File: src/rtl/pipe_pkg.sv
// Shared definitions for the elastic pipeline-stage registers between EX, MEM and WB:
// occupancy encoding of the two-entry stage and the control-bundle field layout.
package pipe_pkg;

  typedef enum logic [1:0] {
    ST_EMPTY = 2'd0,
    ST_ONE   = 2'd1,
    ST_TWO   = 2'd2
  } state_e;

  // The full layout spans 9 bits; instances that carry mode[2] need CTRL_W >= CTRL_LAYOUT_W.
  localparam int CTRL_REG_WRITE      = 0;
  localparam int CTRL_MEM_WRITE      = 1;
  localparam int CTRL_MEM_READ       = 2;
  localparam int CTRL_RESULT_SRC_LSB = 3;
  localparam int CTRL_RESULT_SRC_W   = 3;
  localparam int CTRL_MODE_LSB       = 6;
  localparam int CTRL_MODE_W         = 3;
  localparam int CTRL_LAYOUT_W       = CTRL_MODE_LSB + CTRL_MODE_W;

endpackage

File: src/rtl/pipe_stage_skid.sv
// Elastic pipeline-stage register: two-entry skid buffer with registered outputs,
// synchronous flush that clears control bits, and a saturating stall-cycle counter.
module pipe_stage_skid
  import pipe_pkg::*;
#(
  parameter int CTRL_W      = 8,
  parameter int DATA_W      = 165,
  parameter bit CLEAR_DATA  = 1'b0,
  parameter int STALL_CNT_W = 16
) (
  input  logic                   clk,
  input  logic                   rst_n,
  input  logic                   flush,
  input  logic                   in_valid,
  output logic                   in_ready,
  input  logic [CTRL_W-1:0]      in_ctrl,
  input  logic [DATA_W-1:0]      in_data,
  output logic                   out_valid,
  input  logic                   out_ready,
  output logic [CTRL_W-1:0]      out_ctrl,
  output logic [DATA_W-1:0]      out_data,
  output logic [STALL_CNT_W-1:0] stall_cnt,
  input  logic                   stall_clr,
  output state_e                 dbg_state
);

  // Handshake: a transfer happens on a rising edge where valid and ready are both 1;
  // valid and its payload stay stable until accepted, and ready never looks at the
  // other side's valid/ready in the same cycle.
  state_e              state;
  logic [CTRL_W-1:0]   main_ctrl, skid_ctrl;
  logic [DATA_W-1:0]   main_data, skid_data;
  logic                in_fire, out_fire;

  assign in_ready  = (state != ST_TWO) & rst_n;
  assign out_valid = (state != ST_EMPTY);
  assign out_ctrl  = main_ctrl;
  assign out_data  = main_data;
  assign dbg_state = state;

  assign in_fire  = in_valid & in_ready;
  assign out_fire = out_valid & out_ready;

  // The main ctrl register is zeroed whenever it stops holding a live entry, so
  // out_ctrl reads 0 whenever out_valid is 0.
  always_ff @(posedge clk) begin
    if (!rst_n) begin
      state     <= ST_EMPTY;
      main_ctrl <= '0;
      main_data <= '0;
      skid_ctrl <= '0;
      skid_data <= '0;
    end else if (flush) begin
      state     <= ST_EMPTY;
      main_ctrl <= '0;
      skid_ctrl <= '0;
      if (CLEAR_DATA) begin
        main_data <= '0;
        skid_data <= '0;
      end
    end else begin
      case (state)
        ST_EMPTY: begin
          if (in_fire) begin
            state     <= ST_ONE;
            main_ctrl <= in_ctrl;
            main_data <= in_data;
          end
        end
        ST_ONE: begin
          if (in_fire && out_fire) begin
            main_ctrl <= in_ctrl;
            main_data <= in_data;
          end else if (in_fire) begin
            state     <= ST_TWO;
            skid_ctrl <= in_ctrl;
            skid_data <= in_data;
          end else if (out_fire) begin
            state     <= ST_EMPTY;
            main_ctrl <= '0;
          end
        end
        ST_TWO: begin
          if (out_fire) begin
            state     <= ST_ONE;
            main_ctrl <= skid_ctrl;
            main_data <= skid_data;
            skid_ctrl <= '0;
          end
        end
        default: begin
          state     <= ST_EMPTY;
          main_ctrl <= '0;
          skid_ctrl <= '0;
        end
      endcase
    end
  end

  always_ff @(posedge clk) begin
    if (!rst_n) begin
      stall_cnt <= '0;
    end else if (stall_clr) begin
      stall_cnt <= '0;
    end else if (out_valid && !out_ready && (stall_cnt != '1)) begin
      stall_cnt <= stall_cnt + 1'b1;
    end
  end

endmodule
File: config.mk
export PLATFORM = sky130hd
export DESIGN_NAME = pipe_stage_skid
export DESIGN_NICKNAME = d
export VERILOG_FILES = /design/src/rtl/pipe_pkg.sv /design/src/rtl/pipe_stage_skid.sv
export SDC_FILE = /design/constraint.sdc
export NUM_CORES = 1
export LEC_CHECK = 0
export CAP_MARGIN = 20
export CORE_ASPECT_RATIO = 1.25
export CORE_UTILIZATION = 50
export CTS_CLUSTER_DIAMETER = 60
export CTS_CLUSTER_SIZE = 8
export DETAILED_ROUTE_END_ITERATION = 10
export PLACE_DENSITY = 0.8
export SLEW_MARGIN = 25
export SYNTH_ARGS = -nofsm -noshare
export SYNTH_HDL_FRONTEND = slang
export SYNTH_SLANG_ARGS = --single-unit
File: constraint.sdc
create_clock -name clk -period 1.9 [get_ports clk]
set_input_delay 0.285 -clock clk [delete_from_list [all_inputs] [get_ports clk]]
set_output_delay 0.285 -clock clk [all_outputs]
set_load 0.02 [all_outputs]
==> run_results.csv <==
group,metric,value,unit
place,portBuffers,371,
floorplanning,io_pins,372,
worst_setup_path,timing_worst_setup_path_type,"flip-flop to output port",
drt,wl,47800,um
min_path,hold_class,"input pin to flip-flop",
min_path,holdCritStartpoint,"rst_n",
drt,post_drt_wl_per_cell,18.3,um
power,intPower,13.9,mW
yosys,syn_inst,1863,
floorplanning,rows,71,
clock_network,clk_pin_slew,50,ps
drt,vias,15100,
final_layout,area_growth,38.3,%
floorplanning,dieArea,31800,sq um
sta,skew,23.1,ps
worst_setup_path,rr_worst_depth,8,
power,irDropWorstVdd,636,uV
worst_setup_path,cp_max_fo,2,
min_path,holdPathEnd,"out_data[157]$_SDFFE_PN0P_",
power,switching_share,24.1,%
power,power_leakage,9.60,nW
drt,ant_nets,0,
drt,drt_iter0_drc,1268,
worst_setup_path,r2r_setup_slack,70,ps
sta,setup_violations,0,
sta,maxSlewHeadroom,51.0,%
drt,dr.pass1.iters,5,
yosys,synth.distinct_cells,52,
clock_network,cts_buffers,51,
sta,timing.final.crit_share,97.6,%
power,pwr-share-clk,42.5,%
power,power_frac_comb,13.3,%
worst_setup_path,path_buf_inv,1,
run,drv_cap,0,
clock_network,clock_sink_count,364,
grt,grt_pass1_vias,14500,
grt,grt_util_all_layers,28.7,%
yosys,synth-edff-count,0,
drt,drc_errors,0,
yosys,ys_seq_area_share,46.9,%
yosys,synth_warnings,0,
worst_setup_path,worstPathArrival,1570,ps
run_status,status,"finished clean",
final_layout,finalNetCount,2383,
yosys,synth_nets,2043,
power,p_sw,4.40,mW
clock_network,htree_levels,2,
final_layout,fin_util,70.8,%
yosys,synth-main-ff-cell,"dfxtp_1",
power,pwr_density_cell,850,nW/um^2
yosys,ys_ff_latch,364,
grt,antenna_found_initial,2,
worst_setup_path,timing.critical_path.max_delay_family,"buffers and inverters",
grt,grt_pass1_wl,74500,um
sta,period_minus_slack,1850,ps
sta,fmaxAchievable,539,MHz
worst_setup_path,start_kind,"flip-flop",
yosys,synthArstFlopShare,0,%
place,post-dp-hpwl,30300,um
sta,setup_tns,0,ps
worst_setup_path,end_kind,"output port",
floorplanning,fp.dieW,160,um
clock_network,root_buffer,"clkbuf_16",
place,gp_congestion,0.833,
sta,worstMarginPinSlew,736,ps
worst_setup_path,slowest_delay,630,ps
worst_setup_path,cp.required,1620,ps
power,p_seq_share,44.2,%
final_layout,drive_gt1_share,7.39,%
drt,via_per_inst,5.78,
worst_setup_path,critPathLaunch,"out_data[98]$_SDFFE_PN0P_",
worst_setup_path,worst_path_max_delay_cell,"clkdlybuf4s50_1",
yosys,syn_area,15600,sq um
floorplanning,core,30400,sq um
final_layout,fillers,2325,
worst_setup_path,reg2reg_to,"out_data[53]$_SDFFE_PN0P_",
sta,finalHoldViolations,0,
clock_network,cts_tree,"built",
floorplanning,chipHeight,199,um
clock_network,cts_hold_buf,0,
grt,grt_max_degree,137,
yosys,syn_area_per_cell,8.35,sq um
clock_network,clock_path_buffers,3,
grt,overflow,0,
worst_setup_path,crit_chain,"clkdlybuf4s50_1",
worst_setup_path,r2r-start,"dbg_state[0]$_SDFFE_PP0P_",
floorplanning,start_util,51.2,%
sta,maxSlewViolCount,0,
min_path,hold_path_depth,3,
clock_network,insertion_delay,560,ps
registers in the layout, summed over array words and instances (netlist names):
| name | cells |
|---|---|
| out_ctrl | 8 |
| skid_data | 165 |
| dbg_state | 2 |
| skid_ctrl | 8 |
| out_data | 165 |
| stall_cnt | 16 |
layout make-up:
type                            count  area (sq um)  area share, %
Tap cell                          401           502           2.33
Inverter                            1          3.75         0.0175
Sequential cell                   364          7290           33.9
Multi-Input combinational cell   1323          7520           35.0
Clock inverter                      1          8.76         0.0407
Antenna cell                        2          5.00         0.0233
Clock buffer                       54          1300           6.03
Timing Repair Buffer              462          4880           22.7
synth_stat cells, drive strengths merged, types with 2 or more instances:
| cell | number | share of area (%) |
|---|---|---|
| nand2 | 682 | 16 |
| dfxtp | 364 | 47 |
| nand4 | 170 | 6.8 |
| a21boi | 165 | 8.0 |
| o211a | 165 | 11 |
| buf | 100 | 3.3 |
| clkbuf | 75 | 1.8 |
| a21oi | 22 | 0.71 |
| nor2 | 17 | 0.41 |
| o21ai | 17 | 0.55 |
| and2 | 10 | 0.40 |
| mux2i | 9 | 0.58 |
| a21bo | 8 | 0.51 |
| or3 | 6 | 0.27 |
| nand3 | 5 | 0.19 |
| nor4 | 5 | 0.20 |
| nand2b | 4 | 0.16 |
| and3 | 3 | 0.12 |
| and3b | 3 | 0.17 |
| nor3 | 3 | 0.097 |
| o31a | 3 | 0.17 |
| nor2b | 2 | 0.080 |
| o21a | 2 | 0.097 |
| o22a | 2 | 0.11 |
| o41ai | 2 | 0.16 |
per-layer routing:
metal	track usage [%]	wire, um
met1	33.9	18800
met2	49.4	23500
met3	5.67	3150
met4	15.1	2320
met5	0	0
cell usage in the layout (no fill, tap or decap), types with 7 or more instances in the layout:
cell | synthesis | routed
nor2_1 | 17 | 17
dfxtp_1 | 364 | 363
a21boi_1 | 165 | 165
a21oi_1 | 22 | 21
mux2i_1 | 9 | 9
and2_1 | 10 | 9
o211a_1 | 165 | 165
dlygate4sd2_1 | 0 | 16
buf_4 | 5 | 53
buf_12 | 0 | 34
clkdlybuf4s50_1 | 0 | 349
clkbuf_16 | 0 | 54
a21bo_1 | 7 | 7
nand2_1 | 682 | 682
o21ai_0 | 12 | 12
nand4_1 | 170 | 170
power by group through the flow:
stage          combinational [mW]  clock (mW)  sequential (mW)
6_report                     2.44        7.77             8.07
4_1_cts                      2.39        7.89             8.07
3_5_place_dp                 2.38           0             8.21
2_1_floorplan               0.801           0             8.48
5_1_grt                      2.58        8.19             8.09
3_3_place_gp                 2.35           0             8.21
kinds of logic after synthesis:
kind of cell / after synthesis / share of synthesized area (%)
and+or+nand+nor: 918 / 25.8
AOI/OAI and AO/OA: 394 / 21.4
DFF: 364 / 46.9
buffers and inverters: 176 / 5.18
muxes: 9 / 0.579
xor gates and xnor gates: 1 / 0.0563
adders and majority gates: 1 / 0.0804
tightest hold or removal path, stage by stage:
cell,delay (ps)
clkbuf_8,150
buf_4,220
o211a_1,130
how the worst max path moves through the flow:
stage | to | cells past startpoint
after floorplan | stall_cnt[14]$_SDFFE_PP0P_ | 5
after global placement | out_data[25]$_SDFFE_PN0P_ | 8
after detailed placement | out_data[104]$_SDFFE_PN0P_ | 6
after CTS | dbg_state[1] | 2
after global routing | out_data[3]$_SDFFE_PN0P_ | 8
final | out_data[98] | 1
through the flow:
stage                     hold WS (ps)  instances  cell area, sq um  setup WS (ps)  power (mW)
after floorplan                    420       1863             15600           31.6        9.28
after global placement             440       2545             20100           -212        10.6
after detailed placement           445       2545             20100           -232        10.6
after CTS                          282       2600             21400          0.496        18.3
after global routing               308       2608             21500          -5.64        18.9
final                              301       2608             21500           45.5        18.3
what timing repair did:
action,4_1_cts,5_1_grt
pin swaps,0,1
setup endpoints to repair,22,139
gates cloned,0,3
gates resized for setup,26,10
setup buffers,0,3
Note: power is estimated with default switching activity, not from simulation.
